$ cat config.mk
export PLATFORM = sky130hd
export DESIGN_NAME = mem_arbiter
export DESIGN_NICKNAME = d
export VERILOG_FILES = /design/src/rtl/mem_arbiter.sv
export SDC_FILE = /design/constraint.sdc
export NUM_CORES = 1
export LEC_CHECK = 0
export BUFFER_PORTS_ARGS = -buffer_cell sky130_fd_sc_hd__buf_2
export CORE_MARGIN = 2
export CORE_UTILIZATION = 50
export CTS_CLUSTER_DIAMETER = 80
export DETAILED_ROUTE_END_ITERATION = 10
export GPL_ROUTABILITY_DRIVEN = 0
export PLACE_DENSITY = 0.81
export RECOVER_POWER = 50
export SYNTH_ARGS = -nofsm -noshare
export SYNTH_HDL_FRONTEND = slang
export SYNTH_SLANG_ARGS = --single-unit
$ cat constraint.sdc
create_clock -name clk -period 2.5 [get_ports clk]
set_input_delay 0.25 -clock clk [delete_from_list [all_inputs] [get_ports clk]]
set_output_delay 0.25 -clock clk [all_outputs]
set_load 0.03 [all_outputs]
$ cat src/rtl/mem_arbiter.sv
// Shares one memory port between the fetch (imem) and load/store (dmem) requesters.
// One transaction in flight; data has priority, bounded by a contested-grant streak counter.
module mem_arbiter #(
    parameter int MAX_DSTREAK = 4
) (
    input  logic        clk,
    input  logic        rst,

    input  logic        imem_valid,
    input  logic        imem_instr,
    input  logic [31:0] imem_addr,
    input  logic [31:0] imem_wdata,
    input  logic [3:0]  imem_wstrb,
    output logic        imem_ready,
    output logic [31:0] imem_rdata,

    input  logic        dmem_valid,
    input  logic        dmem_instr,
    input  logic [31:0] dmem_addr,
    input  logic [31:0] dmem_wdata,
    input  logic [3:0]  dmem_wstrb,
    output logic        dmem_ready,
    output logic [31:0] dmem_rdata,

    output logic        mem_valid,
    output logic        mem_instr,
    output logic [31:0] mem_addr,
    output logic [31:0] mem_wdata,
    output logic [3:0]  mem_wstrb,
    input  logic        mem_ready,
    input  logic [31:0] mem_rdata
);

    typedef enum logic [1:0] {
        IDLE,
        BUSY_I,
        BUSY_D
    } state_t;

    typedef struct packed {
        logic        instr;
        logic [31:0] addr;
        logic [31:0] wdata;
        logic [3:0]  wstrb;
    } req_t;

    localparam logic [3:0] STREAK_MAX = 4'(MAX_DSTREAK);

    state_t     fsm_q, fsm_d;
    logic       ipend_q, ipend_d;
    logic       dpend_q, dpend_d;
    req_t       ibuf_q, ibuf_d;
    req_t       dbuf_q, dbuf_d;
    logic [3:0] dstreak_q, dstreak_d;

    req_t ilive, dlive;
    req_t ieff_req, deff_req;
    req_t grant_req, mem_req;
    logic ieff, deff;
    logic grant_i, grant_d;
    logic i_owner, d_owner;

    // A buffered request always takes precedence over the live input of the same side.
    always_comb begin
        ilive     = {imem_instr, imem_addr, imem_wdata, imem_wstrb};
        dlive     = {dmem_instr, dmem_addr, dmem_wdata, dmem_wstrb};
        ieff      = ipend_q | imem_valid;
        deff      = dpend_q | dmem_valid;
        ieff_req  = ipend_q ? ibuf_q : ilive;
        deff_req  = dpend_q ? dbuf_q : dlive;
        grant_i   = (fsm_q == IDLE) && ieff && (!deff || (dstreak_q == STREAK_MAX));
        grant_d   = (fsm_q == IDLE) && deff && !grant_i;
        grant_req = grant_i ? ieff_req : deff_req;
    end

    always_comb begin
        mem_valid  = grant_i | grant_d;
        mem_req    = mem_valid ? grant_req : '0;
        mem_instr  = mem_req.instr;
        mem_addr   = mem_req.addr;
        mem_wdata  = mem_req.wdata;
        mem_wstrb  = mem_req.wstrb;

        i_owner    = grant_i | (fsm_q == BUSY_I);
        d_owner    = grant_d | (fsm_q == BUSY_D);
        imem_ready = i_owner & mem_ready;
        dmem_ready = d_owner & mem_ready;
        imem_rdata = imem_ready ? mem_rdata : '0;
        dmem_rdata = dmem_ready ? mem_rdata : '0;
    end

    always_comb begin
        fsm_d     = fsm_q;
        ipend_d   = ipend_q;
        dpend_d   = dpend_q;
        ibuf_d    = ibuf_q;
        dbuf_d    = dbuf_q;
        dstreak_d = dstreak_q;

        // The losing side, or any arrival while busy, waits in its one-entry buffer.
        if (grant_i) begin
            ipend_d = 1'b0;
        end else if (imem_valid) begin
            ipend_d = 1'b1;
            ibuf_d  = ilive;
        end

        if (grant_d) begin
            dpend_d = 1'b0;
        end else if (dmem_valid) begin
            dpend_d = 1'b1;
            dbuf_d  = dlive;
        end

        case (fsm_q)
            IDLE: begin
                if (grant_i) begin
                    dstreak_d = '0;
                    if (!mem_ready) fsm_d = BUSY_I;
                end else if (grant_d) begin
                    if (ieff && (dstreak_q != STREAK_MAX)) dstreak_d = dstreak_q + 4'd1;
                    if (!mem_ready) fsm_d = BUSY_D;
                end
            end
            BUSY_I, BUSY_D: begin
                if (mem_ready) fsm_d = IDLE;
            end
            default: fsm_d = IDLE;
        endcase
    end

    always_ff @(posedge clk or negedge rst) begin
        if (!rst) begin
            fsm_q     <= IDLE;
            ipend_q   <= 1'b0;
            dpend_q   <= 1'b0;
            ibuf_q    <= '0;
            dbuf_q    <= '0;
            dstreak_q <= '0;
        end else begin
            fsm_q     <= fsm_d;
            ipend_q   <= ipend_d;
            dpend_q   <= dpend_d;
            ibuf_q    <= ibuf_d;
            dbuf_q    <= dbuf_d;
            dstreak_q <= dstreak_d;
        end
    end

endmodule
==> impl_results.md <==
- Status: finished with violations
- Failing checks: max-capacitance violations, max-slew violations
- Peak Freq: 0.404 GHz
- Wire per inst: 19.1 um
- Vias in the first global route: 7,185
- Antenna violations before repair: 5
- Clock skew: 0.0105 ns
- Hold crit path type: in -> reg
- Slew HR: -0.140
- Post-synthesis cell count: 720
- Crit path cell chain: inv_1 -> ha_2 -> and3b_2 -> o21ai_4 -> buf_6 -> clkbuf_16 -> nand3_1 -> o21ai_1 -> buf_4
- Setup ws final: 0.0217 ns
- Worst path bufs/invs: 4
- Slew @ Worst Pin: 1.71 ns
- Clock Latency Late Sink: 0.41 ns
- Max Cap Viol: 1
- Synth Net Count: 900
- Clk sinks: 146
- Post-synth top area share: 0.447
- Vias/cell: 5.52
- Worst slack, placed: -0.0234 ns
- Longest Clk Path Bufs: 2
- Total GRT Usage: 0.259
- Worst path required time: 2.25 ns
- Layout area overhead: 34.8%
- Die Span Y: 132 um
- Starting Density: 0.513
- First-pass GRT wire length: 36,000 um
- CTS Root Cell: clkbuf_16
- FF-to-FF path depth: 8
- Async set or reset register ratio after synthesis: 1.00
- GR Layer Usage met2: 0.469
- Row cnt: 46
- Most frequent cell after synthesis: dfrtp_1
- Grt ovf: 0
- Reg-to-Reg End: ibuf_q[36]
- Clock Pin Slew Worst Setup and Hold Paths: 0.07 ns
- Post-synthesis cell type count: 37
- Most used DFF post-synth: dfrtp_1
- Crit path time final: 2.48 ns
- Global Route met3 Usage: 0.0611
- Grt met1 use: 0.284
- Hold Vio Cnt, Final: 0
- Lkg Pwr: 0.00552 uW
- R2r startpoint: dstreak_q[0]
- Critical path depth: 9
- # setup viols final: 0
- Crit end category: primary output
- CTS tree: done
- Largest net degree at the start of global routing: 71
- Final net count: 1,207
- Area leader, netlist: dfrtp_1
- R2R Setup Slk: 0.37 ns
- CP max FO: 8
- Hold path start: dmem_addr[22]
- Detailed placement HPWL: 15,400 um
- CORE AREA: 15,900 um^2
- Worst-case hold path end point: dbuf_q[58]
- Share of layout cells above drive strength 1: 0.530
- Slowest cell delay on critical path: 0.36 ns
- Htree depth: 4
- Max-slew violations: 34
- Antenna Nets Post-Route: 0
- Final period util: 0.991
- Post-Syn Area per Cell: 11.3 um^2
- Ports: 311
- Critical path's top delay family: buffers and inverters
- DRT iter0 DRCs: 288
- Die area: 17,400 um^2
- Post-synth top cells: 146 x dfrtp_1, 145 x mux2_2, 112 x mux2i_1, 65 x nor2_1, 43 x o22ai_1
- DR vias: 6,960
- RSZ-0062 raised after global routing: true
- Register area share after synthesis: 0.447
- Worst setup path class: reg -> out
- Worst Path Arrival: 2.23 ns
- Yosys warns: 0
- VDD IR max: 1.13 mV
- Num CTS Buffers: 17
- Hold Path Depth: 2
- Area contributors post-synth: dfrtp_1 45%, mux2_2 20%, mux2i_1 14%
- Setup total negative slack: 0 ns
- Post-Syn Area: 8170 um^2
- Most Crowded Layer GR: met2
- Post-synth EDFFs: 0
- Drt total wl: 24,100 um
- Crit path launch type: register
- Pwr per Cell Area: 1410 nW/um^2
- IO Port Bufs: 310
- Residual DRC: 0
- Die X: 132 um
- CP max stage cell: dfrtp_1
- Flop and latch count out of synthesis: 146
- Smallest hold slack: 0.0665 ns
- 1st-pass router iterations: 4
==> worst max-delay path by stage <==
stage | end | slack [ns] | startpoint
2_1_floorplan | mem_addr[10] | 0.18 | fsm_q[0]
3_3_place_gp | dmem_rdata[29] | 0.10 | dstreak_q[1]
3_5_place_dp | dmem_rdata[17] | -0.02 | dstreak_q[1]
4_1_cts | mem_wdata[18] | 0.0004 | fsm_q[0]
5_1_grt | mem_wdata[18] | -0.13 | dstreak_q[0]
6_report | mem_wdata[8] | 0.02 | dstreak_q[0]
==> routing by layer <==
layer | share of wire | vias up
met5 | 0 | -
met4 | 0.038 | 0
met3 | 0.050 | 51
met2 | 0.52 | 254
met1 | 0.39 | 3434
li1 | - | 3221
==> where the power goes <==
part           internal [uW]  leakage [uW]  switching (uW)
Clock                   1390      0.000266            1040
Combinational           3890       0.00355            5310
Sequential              3410       0.00171             544
Total                   8680       0.00552            6900
==> worst reg2reg max path: stages, from the launching register on <==
cell and delay, ns:
dfrtp_1 0.39, inv_1 0.08, ha_2 0.17, and3b_2 0.24, buf_4 0.12, o21ai_1 0.09, nand2_4 0.29, buf_12 0.26
mux2_2 0.38
==> cell usage in the layout, fill, tap and decap left out, types with 3 or more instances in the layout <==
cell | Yosys | routed
nand2_1 | 37 | 35
buf_2 | 30 | 288
clkbuf_16 | 0 | 22
o21ai_1 | 2 | 9
buf_4 | 1 | 29
o21ai_2 | 1 | 3
mux2_1 | 10 | 10
mux2i_1 | 112 | 112
dfrtp_1 | 146 | 144
ha_1 | 5 | 3
clkinv_4 | 0 | 4
nor2_1 | 65 | 65
mux2_2 | 145 | 145
inv_6 | 0 | 3
buf_6 | 3 | 7
nand3_1 | 28 | 26
o21ai_0 | 32 | 22
nor2b_1 | 4 | 3
diode_2 | 0 | 5
buf_12 | 0 | 13
o22ai_1 | 43 | 43
mux2_4 | 10 | 10
clkinvlp_4 | 0 | 3
==> area by class of cell <==
class | count | area (um^2)
Antenna cell | 5 | 12.5
Inverter | 4 | 15.0
Clock inverter | 13 | 130
Tap cell | 216 | 270
Sequential cell | 146 | 3660
Clock buffer | 19 | 433
Timing Repair Buffer | 345 | 2170
Multi-Input combinational cell | 513 | 4320
Fill cell | 1195 | 4930
==> timing repair <==
item,4_1_cts,5_1_grt
hold endpoints to repair,33,0
pin swaps,0,2
setup endpoints to repair,135,135
hold buffers,1,0
setup buffers,0,12
cloned,2,6
resized for setup,18,40
==> logic make-up after synthesis <==
| kind of cell | count (synthesis) | synth area share |
|---|---|---|
| simple gates | 140 | 0.0727 |
| buf+inv | 62 | 0.0364 |
| compound gates | 90 | 0.0669 |
| fa+ha+maj | 5 | 0.00766 |
| flops | 146 | 0.447 |
| mux | 277 | 0.369 |
==> flip-flops by register name, summed over array words and instances (netlist names) <==
| register | flops |
|---|---|
| fsm_q | 2 |
| dbuf_q | 69 |
| dstreak_q | 4 |
| dpend_q | 1 |
| ipend_q | 1 |
| ibuf_q | 69 |
==> metrics by stage <==
stage	total power [uW]	cell area, um^2	std cells	utilization
after floorplan	9990	8170	720	-
after global placement	12000	10000	1203	0.627
after detailed placement	12300	10000	1203	0.627
after CTS	15000	10700	1238	0.669
after global routing	16400	11000	1261	0.691
final	15600	11000	1261	0.691
Note: power is estimated with default switching activity, not from simulation.
